[config.mk]
export PLATFORM = sky130hd
export DESIGN_NAME = vip_sdram_scheduler
export DESIGN_NICKNAME = d
export VERILOG_FILES = /design/src/rtl/vip_pkg.sv /design/src/rtl/sdr_refresh_timer.sv /design/src/rtl/vip_sdram_scheduler.sv
export SDC_FILE = /design/constraint.sdc
export NUM_CORES = 1
export LEC_CHECK = 0
export CORE_AREA = 2 2 80 82
export DETAILED_ROUTE_END_ITERATION = 6
export DIE_AREA = 0 0 82 84
export PLACE_DENSITY = 0.83
export SLEW_MARGIN = 30
export SYNTH_ARGS = -nofsm -noshare
export SYNTH_HDL_FRONTEND = slang
export SYNTH_HIERARCHICAL = 1
export SYNTH_SLANG_ARGS = --single-unit
[constraint.sdc]
create_clock -name clk_sys -period 4.77 [get_ports clk_sys]
set_input_delay 1.431 -clock clk_sys [delete_from_list [all_inputs] [get_ports clk_sys]]
set_output_delay 1.431 -clock clk_sys [all_outputs]
set_load 0.05 [all_outputs]
[src/rtl/vip_pkg.sv]
// Shared types and defaults for the video-in-pipe SDRAM frame-buffer scheduler.
// Buffer selection helper for triple buffering lives here so every user agrees on it.
package vip_pkg;

   typedef logic [1:0] state_t;
   localparam state_t ST_IDLE  = 2'd0;
   localparam state_t ST_ISSUE = 2'd1;
   localparam state_t ST_BUSY  = 2'd2;

   typedef logic [1:0] buf_idx_t;

   typedef enum logic [1:0] {
      CMD_NONE    = 2'd0,
      CMD_READ    = 2'd1,
      CMD_WRITE   = 2'd2,
      CMD_REFRESH = 2'd3
   } cmd_kind_t;

   localparam int DEF_BURST_LEN         = 256;
   localparam int DEF_FRAME_WORDS       = 414720;
   localparam int DEF_FRAME_STRIDE_LOG2 = 19;
   localparam int DEF_ADDR_W            = 22;
   localparam int DEF_FIFO_DEPTH        = 1024;
   localparam int DEF_LVL_W             = 11;
   localparam int DEF_WR_URGENT         = 768;
   localparam int DEF_REFRESH_PERIOD    = 780;

   // Lowest buffer index that is neither a nor b; with three buffers one always exists.
   function automatic buf_idx_t free_buf(input buf_idx_t a, input buf_idx_t b);
      buf_idx_t pick;
      pick = 2'd2;
      if (a != 2'd0 && b != 2'd0)
         pick = 2'd0;
      else if (a != 2'd1 && b != 2'd1)
         pick = 2'd1;
      return pick;
   endfunction

endpackage

[src/rtl/sdr_refresh_timer.sv]
// Free-running refresh interval counter with a sticky request flag.
// A wrap while the flag is already set does not queue a second request.
module sdr_refresh_timer #(
   parameter int PERIOD = 780
) (
   input  logic clk_sys,
   input  logic reset_n,
   input  logic clear,
   output logic pending
);

   localparam int CNT_W = (PERIOD > 2) ? $clog2(PERIOD) : 1;

   logic [CNT_W-1:0] count;
   logic             wrap;

   assign wrap = (count == CNT_W'(PERIOD - 1));

   // NOTE: sequential state uses non-blocking assignments so every flop samples pre-edge values.
   always_ff @(posedge clk_sys or negedge reset_n) begin
      if (!reset_n) begin
         count   <= '0;
         pending <= 1'b0;
      end else begin
         count <= wrap ? '0 : count + CNT_W'(1);
         // A fresh interval expiring outranks the clear of the previous request.
         if (wrap)
            pending <= 1'b1;
         else if (clear)
            pending <= 1'b0;
      end
   end

endmodule

[src/rtl/vip_sdram_scheduler.sv]
// Arbitrates the SDRAM command port between capture writes, display reads and refresh,
// and rotates three frame buffers so capture and display never touch the same frame.
module vip_sdram_scheduler
   import vip_pkg::*;
#(
   parameter int BURST_LEN         = DEF_BURST_LEN,
   parameter int FRAME_WORDS       = DEF_FRAME_WORDS,
   parameter int FRAME_STRIDE_LOG2 = DEF_FRAME_STRIDE_LOG2,
   parameter int ADDR_W            = DEF_ADDR_W,
   parameter int FIFO_DEPTH        = DEF_FIFO_DEPTH,
   parameter int LVL_W             = DEF_LVL_W,
   parameter int WR_URGENT         = DEF_WR_URGENT,
   parameter int REFRESH_PERIOD    = DEF_REFRESH_PERIOD
) (
   input  logic              clk_sys,
   input  logic              reset_n,
   input  logic [LVL_W-1:0]  wr_fifo_level,
   input  logic              wr_frame_start,
   input  logic [LVL_W-1:0]  rd_fifo_level,
   input  logic              rd_frame_start,
   output logic              cmd_valid,
   input  logic              cmd_ready,
   output logic              cmd_write,
   output logic              cmd_refresh,
   output logic [ADDR_W-1:0] cmd_addr,
   input  logic              burst_done,
   output logic              wr_active,
   output logic              rd_active,
   output logic              frame_drop
);

   localparam int OFF_W = $clog2(FRAME_WORDS + 1);
   localparam logic [OFF_W-1:0] FRAME_END  = OFF_W'(FRAME_WORDS);
   localparam logic [OFF_W-1:0] BURST_STEP = OFF_W'(BURST_LEN);
   localparam logic [LVL_W-1:0] RD_ROOM    = LVL_W'(FIFO_DEPTH - BURST_LEN);
   localparam logic [LVL_W-1:0] WR_FILL    = LVL_W'(BURST_LEN);
   localparam logic [LVL_W-1:0] WR_URG     = LVL_W'(WR_URGENT);

   state_t           state;
   buf_idx_t         wr_buf, rd_buf, last_done, rd_buf_next;
   logic [OFF_W-1:0] wr_offset, rd_offset;
   logic             final_burst, refresh_pending;
   logic             handshake, wr_handshake, rd_handshake;
   logic             rd_need, wr_need, start_hold;
   cmd_kind_t        winner;

   function automatic logic [ADDR_W-1:0] burst_addr(input buf_idx_t b, input logic [OFF_W-1:0] off);
      return (ADDR_W'(b) << FRAME_STRIDE_LOG2) | ADDR_W'(off);
   endfunction

   sdr_refresh_timer #(.PERIOD(REFRESH_PERIOD)) u_refresh (
      .clk_sys (clk_sys),
      .reset_n (reset_n),
      .clear   (handshake && cmd_refresh),
      .pending (refresh_pending)
   );

   assign handshake    = (state == ST_ISSUE) && cmd_ready;
   assign wr_handshake = handshake && cmd_write && !cmd_refresh;
   assign rd_handshake = handshake && !cmd_write && !cmd_refresh;
   assign rd_need      = (rd_offset < FRAME_END) && (rd_fifo_level <= RD_ROOM);
   assign wr_need      = (wr_offset < FRAME_END) && (wr_fifo_level >= WR_FILL);
   assign rd_buf_next  = rd_frame_start ? last_done : rd_buf;
   // Offsets are about to be rewritten; deciding now would address the old frame.
   assign start_hold   = wr_frame_start || rd_frame_start;

   // NOTE: default assignment first so no path leaves winner unassigned (no latch).
   always_comb begin
      winner = CMD_NONE;
      if (refresh_pending)
         winner = CMD_REFRESH;
      else if (wr_need && (wr_fifo_level >= WR_URG))
         winner = CMD_WRITE;
      else if (rd_need)
         winner = CMD_READ;
      else if (wr_need)
         winner = CMD_WRITE;
   end

   always_ff @(posedge clk_sys or negedge reset_n) begin
      if (!reset_n) begin
         state       <= ST_IDLE;
         cmd_valid   <= 1'b0;
         cmd_write   <= 1'b0;
         cmd_refresh <= 1'b0;
         cmd_addr    <= '0;
         wr_active   <= 1'b0;
         rd_active   <= 1'b0;
      end else begin
         case (state)
            ST_IDLE: begin
               if (winner != CMD_NONE && !start_hold) begin
                  state       <= ST_ISSUE;
                  cmd_valid   <= 1'b1;
                  cmd_write   <= (winner == CMD_WRITE);
                  cmd_refresh <= (winner == CMD_REFRESH);
                  if (winner == CMD_WRITE)
                     cmd_addr <= burst_addr(wr_buf, wr_offset);
                  else if (winner == CMD_READ)
                     cmd_addr <= burst_addr(rd_buf, rd_offset);
                  else
                     cmd_addr <= '0;
               end
            end
            ST_ISSUE: begin
               if (cmd_ready) begin
                  state     <= ST_BUSY;
                  cmd_valid <= 1'b0;
                  wr_active <= cmd_write && !cmd_refresh;
                  rd_active <= !cmd_write && !cmd_refresh;
               end
            end
            ST_BUSY: begin
               if (burst_done) begin
                  state     <= ST_IDLE;
                  wr_active <= 1'b0;
                  rd_active <= 1'b0;
               end
            end
            default: state <= ST_IDLE;
         endcase
      end
   end

   // Buffer rotation and frame progress; frame starts override burst bookkeeping.
   always_ff @(posedge clk_sys or negedge reset_n) begin
      if (!reset_n) begin
         wr_buf      <= 2'd0;
         rd_buf      <= 2'd1;
         last_done   <= 2'd1;
         wr_offset   <= FRAME_END;
         rd_offset   <= FRAME_END;
         final_burst <= 1'b0;
         frame_drop  <= 1'b0;
      end else begin
         frame_drop <= 1'b0;

         if (rd_frame_start) begin
            rd_buf    <= last_done;
            rd_offset <= '0;
         end else if (rd_handshake) begin
            rd_offset <= rd_offset + BURST_STEP;
         end

         if (wr_frame_start) begin
            frame_drop  <= ((wr_offset != '0) && (wr_offset != FRAME_END)) || final_burst;
            wr_buf      <= free_buf(last_done, rd_buf_next);
            wr_offset   <= '0;
            final_burst <= 1'b0;
         end else begin
            if (wr_handshake) begin
               wr_offset <= wr_offset + BURST_STEP;
               if (wr_offset + BURST_STEP == FRAME_END)
                  final_burst <= 1'b1;
            end
            if ((state == ST_BUSY) && burst_done && final_burst) begin
               last_done   <= wr_buf;
               final_burst <= 1'b0;
            end
         end
      end
   end

endmodule
==> results of run 1 <==
worst min-delay path, cell delays in order (launching register included):
cell	delay (ns)
dfrtp_1	0.35
nand2_1	0.05
nand2_1	0.05
placed cells by master, fill, tap and decap left out, types with 9 or more instances in the layout:
master and n:
nor2_1 33, nor3_1 19, xor2_1 12, clkdlybuf4s50_1 45, nand3_1 11, clkbuf_8 9, o211ai_1 14, dfstp_2 12
dfrtp_1 50, inv_1 15, a31oi_1 15, nand4_1 19, xnor2_1 15, nand2_1 27
registers in the layout, summed over array words and instances, names as in the netlist, 2 cells and up:
| register | cells |
|---|---|
| rd_buf | 2 |
| last_done | 2 |
| rd_offset | 11 |
| wr_offset | 11 |
| cmd_addr | 14 |
| wr_buf | 2 |
| state | 2 |
| u_refresh/count | 10 |
cell families (layout without fill, tap and decap cells):
group                    count (synthesis)  in the layout
adder cells (fa/ha/maj)                  5              5
flip-flops                              62             62
multiplexers                             6              6
XOR/XNOR                                27             27
AO/OA/AOI/OAI                           65             65
other                                    1              1
AND/OR/NAND/NOR                        150            150
buffers and inverters                   45             83
per-layer routing:
layer  global-route usage  routed length [µm]
met1               0.3371                3399
met2               0.3755                3747
met3              0.07251                 720
met4              0.08636                 162
met5                    0                   0
cells in the mapped netlist, drive strengths merged, types with 3 or more instances:
cell,n,area [µm²]
a21oi,8,43.79
buf,22,138.9
or3,3,18.77
a31oi,15,93.84
clkbuf,8,30.03
nand2,27,101.4
o211ai,14,105.1
nor3,20,105.1
xnor2,15,131.4
inv,15,56.30
nand4,20,131.4
nor2,33,123.9
o22ai,3,18.77
xor2,12,105.1
a21o,4,30.03
o21ai,8,40.04
dfstp,12,315.3
mux2,3,33.78
nand3b,4,30.03
nor2b,3,21.27
dfrtp,50,1251
nor4,9,71.32
nand3,11,55.05
and2,4,25.02
or4,4,37.53
ha,5,62.56
nand2b,3,18.77
mux2i,3,30.03
where the power goes:
group / switching, mW / internal (mW) / total (mW)
clock: 0.201 / 0.240 / 0.441
combinational: 0.398 / 0.203 / 0.600
sequential: 0.0589 / 0.605 / 0.664
total: 0.658 / 1.05 / 1.71
cell type report:
| type | instances | area (µm²) | share of cell area |
|---|---|---|---|
| timing repair buffer | 52 | 503.0 | 0.1246 |
| inverter | 15 | 56.30 | 0.01395 |
| clock inverter | 4 | 47.55 | 0.01178 |
| tap | 77 | 96.34 | 0.02387 |
| sequential | 62 | 1567 | 0.3881 |
| multi-input combinational | 254 | 1632 | 0.4042 |
| clock buffer | 12 | 135.1 | 0.03348 |
worst max-delay path by stage:
stage / startpoint / end / slack (ns) / cells after the start
2_1_floorplan: rd_frame_start / cmd_refresh / 1.81 / 8
3_3_place_gp: rd_frame_start / cmd_write / 1.00 / 7
3_5_place_dp: rd_frame_start / cmd_addr[12] / 0.97 / 7
4_1_cts: rd_frame_start / cmd_addr[11] / 1.30 / 7
5_1_grt: rd_frame_start / cmd_addr[11] / 1.17 / 7
6_report: rd_frame_start / cmd_addr[11] / 1.32 / 7
stage by stage:
| stage | cell area [µm²] | utilization |
|---|---|---|
| finish | 4036 | 0.6622 |
| global route | 4036 | 0.6622 |
| CTS | 4034 | 0.6617 |
| detailed placement | 3851 | 0.6318 |
| global placement | 3851 | 0.6318 |
| floorplan | 3423 | - |
==> impl_metrics.tcl, run 1 <==
set metrics [dict create \
    io_pins 56 \
    cts_setup_buffers 0 \
    setup_viol 0 \
    route.detailed.drc 0 \
    p_leak_nw 1.545 \
    wl_per_cell_um 16.87 \
    power.density_nw_per_um2 422.6 \
    r2r_slack_ns 2.54 \
    ys.flop_type "dfrtp_1" \
    worst_slack_ns 1.316 \
    cp_slowest_cell "or4_4" \
    first_global_vias 2727 \
    hpwl_um 5623 \
    synth_mux_area_frac 0.01864 \
    critPathLaunchType "input port" \
    finalCriticalPeriod_ns 3.454 \
    rows 29 \
    critPathMaxFanout 15 \
    crit_chain "clkdlybuf4s50_1 > buf_4 > or4_4 > nor4_4 > buf_4 > or2_1 > a31oi_1" \
    cp.arrival_ns 3.63 \
    hold_path_depth 2 \
    cts.sinks 62 \
    postCtsHoldBufs 0 \
    pre_cts_ws_ns 0.9658 \
    dp.cells 460 \
    routed_wl_um 8029 \
    synthCells 361 \
    synth_top_family_by_area "simple AND/OR/NAND/NOR gates" \
    endpoint_kind "flop" \
    synth_seq_cells 62 \
    peakVddDrop_v 0.0004474 \
    floorplan.initialDensity 0.5616 \
    drt_iter0_drc 267 \
    worstHoldPathType "flop to flop" \
    hold_path_end "cmd_valid" \
    hold_path.startpoint "cmd_valid" \
    synth_fp_nets 394 \
    cts_root_buffer "clkbuf_8" \
    grt-ovfl-total 0 \
    synthSimpleGateAreaFrac 0.2383 \
    r2r-start "cmd_refresh" \
    path_clk_slew_ns 0.07 \
    nNetsFinal 427 \
    grt_start_max_net_pins 46 \
    syn_area_per_cell_um2 9.483 \
    synth_area_um2 3423 \
    nFillCells 476 \
    synth_edf_count 0 \
    r2r-end "wr_offset[13]" \
    fin_worst_skew_ns 0.008734 \
    insertion_delay_ns 0.34 \
    crit_type "input port to flop" \
    h-tree-depth 3 \
    cp.required_ns 4.95 \
    drtPass1Iterations 5 \
    synth-seq-area-share 0.4576 \
    yosys_warnings 6 \
    slowest_delay_ns 0.58 \
    layout-drive-gt1-share 0.1103 \
    cts_buffer_depth 2 \
    globalplace.congestion 0.8700 \
    synth_adder_area_share 0.01827 \
    cp_common_cell "buf_4" \
    die_w_um 82 \
    grt_util_all_layers 0.2478 \
    setup_tns_ns 0 \
    hold_violations 0 \
    power_mw 1.706 \
    design.die.area_um2 6888 \
    critical-path-top-delay-family "simple AND/OR/NAND/NOR gates" \
    min_period_over_period 0.7241 \
    cp_num_buf_inv 3 \
    cts-resized-gates 0 \
    worst_slew_pin_slew_ns 0.8084 \
    grt_setup_unrepaired "false" \
    route.vias.total 2960 \
    hold_ws_ns 0.4813 \
    outcome "finished clean" \
    maxCapViolations 0 \
    synth_compound_area_frac 0.1312 \
    slew-limit-headroom 0.4605 \
    ant_nets 0 \
    die_y_um 84 \
    slew_viol_final 0 \
    cts_buffers 9 \
    ys_types 55 \
    routed_via_density 6.218 \
    diodes 0 \
    cts_tree "built" \
    layout-area-overhead-vs-synth_pct 17.91 \
    grt_antenna_before_repair 0 \
    final_cells 476 \
    synth_xor_xnor_area_share 0.06908 \
    reg2reg_depth 5 \
    async_reset_ff_frac 1.000 \
    fmax_mhz 289.5 \
    grt_pass1_wl_um 13110 \
    fp.coreArea_um2 6096 \
    portBuffers 46 \
]
Power figures use the tool's default switching activity.
==> run 2, diff against run 1 <==
--- a/config.mk
+++ b/config.mk
@@ -5,10 +5,10 @@
 export SDC_FILE = /design/constraint.sdc
 export NUM_CORES = 1
 export LEC_CHECK = 0
-export CORE_AREA = 2 2 80 82
+export CORE_AREA = 2 2 88 90
 export DETAILED_ROUTE_END_ITERATION = 6
-export DIE_AREA = 0 0 82 84
-export PLACE_DENSITY = 0.83
+export DIE_AREA = 0 0 90 92
+export PLACE_DENSITY = 0.73
 export SLEW_MARGIN = 30
 export SYNTH_ARGS = -nofsm -noshare
 export SYNTH_HDL_FRONTEND = slang
==> constraint.sdc (replaced) <==
create_clock -name clk_sys -period 2.9 [get_ports clk_sys]
set_input_delay 0.87 -clock clk_sys [delete_from_list [all_inputs] [get_ports clk_sys]]
set_output_delay 0.87 -clock clk_sys [all_outputs]
set_load 0.05 [all_outputs]
==> impl_metrics.tcl, run 2 (synthesis gave the netlist of run 1 again) <==
set metrics [dict create \
    peakVddDrop_v 0.0002868 \
    rows 32 \
    cp.arrival_ns 1.65 \
    diodes 0 \
    insertion_delay_ns 0.34 \
    fp.coreArea_um2 7447 \
    ant_nets 0 \
    cts_buffer_depth 2 \
    portBuffers 46 \
    routed_via_density 5.698 \
    globalplace.congestion 0.9034 \
    maxCapViolations 0 \
    first_global_vias 2753 \
    setup_tns_ns 0 \
    route.detailed.drc 0 \
    worst_slew_pin_slew_ns 0.5137 \
    setup_viol 0 \
    fin_worst_skew_ns 0.007492 \
    final_cell_mix "dfrtp_1, clkdlybuf4s50_1, nor2_1" \
    power.density_nw_per_um2 725.9 \
    cts_setup_buffers 0 \
    largest-register "cmd_addr" \
    cp.required_ns 2.03 \
    cp_slowest_cell "clkdlybuf4s50_1" \
    p_leak_nw 1.615 \
    largest_register_ffs 14 \
    cts.sinks 62 \
    routed_wl_um 8002 \
    path_clk_slew_ns 0.07 \
    die_w_um 90 \
    cp_num_buf_inv 1 \
    layout-drive-gt1-share 0.1259 \
    cts_tree "built" \
    grt_util_all_layers 0.2007 \
    pre_cts_ws_ns 0.03985 \
    fmax_mhz 396.9 \
    hpwl_um 5637 \
    cts-resized-gates 0 \
    drt_iter0_drc 160 \
    floorplan.initialDensity 0.4597 \
    layout_commonest_cell "dfrtp_1" \
    critical-path-top-delay-family "buffers and inverters" \
    drtPass1Iterations 4 \
    grt-ovfl-total 0 \
    worstHoldPathType "flop to flop" \
    endpoint_kind "output port" \
    reg.largest.list "cmd_addr (14), rd_offset (11), wr_offset (11)" \
    slew-limit-headroom 0.6565 \
    die_y_um 92 \
    cts_root_buffer "clkbuf_8" \
    grt_setup_unrepaired "false" \
    crit_chain "clkdlybuf4s50_1" \
    layout-area-overhead-vs-synth_pct 22.73 \
    postCtsHoldBufs 0 \
    grt_pass1_wl_um 13340 \
    critPathLaunchType "flop" \
    critPathMaxFanout 9 \
    wl_per_cell_um 15.78 \
    outcome "finished clean" \
    cts_buffers 9 \
    crit_type "flop to output port" \
    finalCriticalPeriod_ns 2.519 \
    slew_viol_final 0 \
    route.vias.total 2889 \
    nNetsFinal 433 \
    hold_violations 0 \
    fin_util 0.5642 \
    grt_start_max_net_pins 63 \
    h-tree-depth 3 \
    worst_slack_ns 0.3808 \
    min_period_over_period 0.8687 \
    io_pins 56 \
    slowest_delay_ns 0.85 \
    grt_antenna_before_repair 0 \
    design.die.area_um2 8280 \
]
-- run 2: changes by cell type in the layout (fill, tap and decap cells not counted) --
cell	delta
buf_4	+3
buf_12	+2
bufinv_16	+2
clkbuf_8	+2
clkinv_2	-2
buf_2	+1
clkbuf_1	-1
clkinvlp_4	-1
-- run 2: worst register-to-register path: cells and delay by family (launching register included) --
family | cells | cell delay [ns]
flops | 1 | 0.60
compound gates | 5 | 1.39
-- run 2: routing by layer --
metal,track usage,up-vias,part of all wire
met3,0.04848,11,0.061
met1,0.2644,1414,0.46
met5,0,-,0
li1,-,1375,-
met2,0.3227,89,0.46
met4,0.07564,0,0.016
-- run 2: stage by stage --
step / power, mW / hold WS, ns / instances / cell area [µm²]
global placement: 2.102 / 0.4644 / 491 / 3953
detailed placement: 2.119 / 0.4671 / 491 / 3953
global route: 3.171 / 0.5103 / 507 / 4202
finish: 3.050 / 0.4808 / 507 / 4202
floorplan: 1.735 / 0.4536 / 361 / 3423
CTS: 3.075 / 0.4845 / 507 / 4202
-- run 2: where the power goes --
group	switching (mW)	total [mW]	internal, mW
clock	0.333	0.952	0.619
combinational	0.657	1.01	0.352
sequential	0.0933	1.09	0.995
total	1.08	3.05	1.97
-- run 2: final timing paths --
path                                    from                  to  slack (ns)  depth (start not counted)
min in group asynchronous            reset_n  u_refresh/count[6]        0.53                          2
min                        u_refresh/pending   u_refresh/pending        0.48                          1
max                              cmd_addr[7]         cmd_addr[1]        0.38                          1
min reg2reg                u_refresh/pending   u_refresh/pending        0.48                          1
max reg2reg                    rd_offset[14]        cmd_addr[11]        0.83                          5
max in group asynchronous            reset_n       rd_offset[18]        2.06                          2
-- run 2: layout make-up --
type / count / area [µm²]
Inverter: 15 / 56.30
Multi-Input combinational cell: 254 / 1632
Clock inverter: 3 / 90.09
Clock buffer: 13 / 158.9
Sequential cell: 62 / 1567
Timing Repair Buffer: 58 / 570.5
Fill cell: 692 / 3246
Tap cell: 102 / 127.6
==> edit (flow settings as in run 2) <==
Make the reset (`reset_n`) synchronous in 3 clocked blocks.
--- a/src/rtl/sdr_refresh_timer.sv
+++ b/src/rtl/sdr_refresh_timer.sv
@@ -19,3 +19,3 @@
    // NOTE: sequential state uses non-blocking assignments so every flop samples pre-edge values.
-   always_ff @(posedge clk_sys or negedge reset_n) begin
+   always_ff @(posedge clk_sys) begin
       if (!reset_n) begin
--- a/src/rtl/vip_sdram_scheduler.sv
+++ b/src/rtl/vip_sdram_scheduler.sv
@@ -79,3 +79,3 @@
 
-   always_ff @(posedge clk_sys or negedge reset_n) begin
+   always_ff @(posedge clk_sys) begin
       if (!reset_n) begin
@@ -125,3 +125,3 @@
    // Buffer rotation and frame progress; frame starts override burst bookkeeping.
-   always_ff @(posedge clk_sys or negedge reset_n) begin
+   always_ff @(posedge clk_sys) begin
       if (!reset_n) begin
Formal check against the unedited RTL: differs if reset_n is asserted again (counterexample within 4 cycles, from zero or initial values and one cycle with reset_n low); with reset_n held inactive, the same outputs for 10 cycles.
==> edit against run 2 <==
  * Design area is 6.9% lower
  * Global-route usage is 0.31 points lower
  * Synthesized area shrank 4.5%
  * Sequential cell count is 1 lower
  * Register-to-register slack improved by 0.04 ns
  * Final cell count is 1.4% higher
  * Sequential share of layout area down 6.1 points
  * Setup slack gained 0.027 ns
  * Routed wire length shrank 2.0%
  * Via count down 0.48%
  * First-iteration DRC count rose by 54%
  * Critical path type unchanged
  * Highest routed layer unchanged
Power is not compared: it rests on default switching activity, and its combinational part moved more than twofold at a synthesized area within 25%.
==> edit: results (changes against run 2) <==
- The number of input and output port buffers inserted is 38 (-17%).
- The worst slack at placement is 0.162 ns (+0.122 ns).
- The critical path arrival was 1.62 ns (-0.03 ns).
- Yosys attributes the largest share of cell area to sky130_fd_sc_hd__dfxtp_1, sky130_fd_sc_hd__xor2_1, sky130_fd_sc_hd__o211ai_1.
- The final clock skew came to 0.00863 ns (+0.00114 ns).
- The post-detailed-route via-to-cell ratio is 5.59 (-1.8%).
- In the final layout, the registers with the most flip-flops are cmd_addr x13, rd_offset x11, wr_offset x11.
- The xor and xnor fraction of the mapped netlist area was 6.69% (-0.21 points).
- The setup slack of the worst register-to-register path is 0.87 ns (+0.04 ns).
- The first-pass GRT wire length was 13000 microns (-2.6%).
- The run finished with clean final reports.
- The number of global-route vias before repair is 2654 (-3.6%).
- The wire length reported by the detailed router was 7850 microns (-2.0%).
- The share of flip-flops with an asynchronous set or reset is 0% (-100 points).
- The ratio of cells with drive above 1 in the final layout is 9.71% (-2.9 points).
- The number of detailed-route iterations in the first pass came to 5 (+1).
- The final cell count without fillers came to 514 (+1.4%).
- The distinct cell type count of the synthesized netlist came to 53 (-3.6%).
- The mux contribution to synthesized area is 2.79% (+0.93 points).
- The iteration-0 DRC count of the detailed router is 247 (+54%).
- The share of the synthesized area in compound gates (AO/OA/AOI/OAI) is 19.2% (+6.0 points).
- The fraction of met1 tracks used by global routing came to 25.6% (-0.83 points).
- The number of nets in the finished design is 440 (+1.6%).
- The largest fanout of any net on the critical path was 5 (-4).
- The placed wire-length estimate is 5640 microns (about the same).
## edit: cell types whose count changed in the layout (fill, tap and decap cells not counted), sizes merged, moves of 9 or more
cell / run 2 / this run
o31ai: 2 / 17
dfstp: 12 / 0
nor3: 20 / 5
nand4b: 0 / 13
nand4: 20 / 11
dfxtp: 0 / 61
dfrtp: 50 / 0
xnor2: 15 / 5
## edit: power by group
part	total, W	internal, W	switching [W]
clock network	0.000832	0.000484	0.000349
registers	0.000919	0.000877	0.0000420
logic	0.000349	0.000126	0.000222
## edit: logic make-up after synthesis
kind of cell | Yosys count
DFF | 61
xor gates and xnor gates | 25
AOI/OAI and AO/OA | 91
buffers and inverters | 40
muxes | 9
and+or+nand+nor | 139
adders and majority gates | 5
other | 1
## edit: area by class of cell
cell class                      instances  area, sq um
Timing Repair Buffer                   50          470
Tap cell                              102          128
Clock inverter                          6         87.6
Multi-Input combinational cell        278         1850
Clock buffer                           10          128
Sequential cell                        61         1220
Inverter                                7         26.3
Fill cell                             715         3540
## edit: path summary, 6_finish.rpt
check	startpoint	to	cells past startpoint
max	cmd_write$_SDFFE_PN0P_	cmd_write	1
min	cmd_valid$_SDFFE_PN0P_	cmd_valid$_SDFFE_PN0P_	2
max reg2reg	wr_offset[14]$_SDFFE_PN1P_	cmd_write$_SDFFE_PN0P_	6
min reg2reg	cmd_valid$_SDFFE_PN0P_	cmd_valid$_SDFFE_PN0P_	2
## edit: metal layers
layer  wire length [microns]  share of wire, %
met5                       0                 0
met4                     108               1.4
met3                     308               3.9
met2                    3840                49
met1                    3590                46
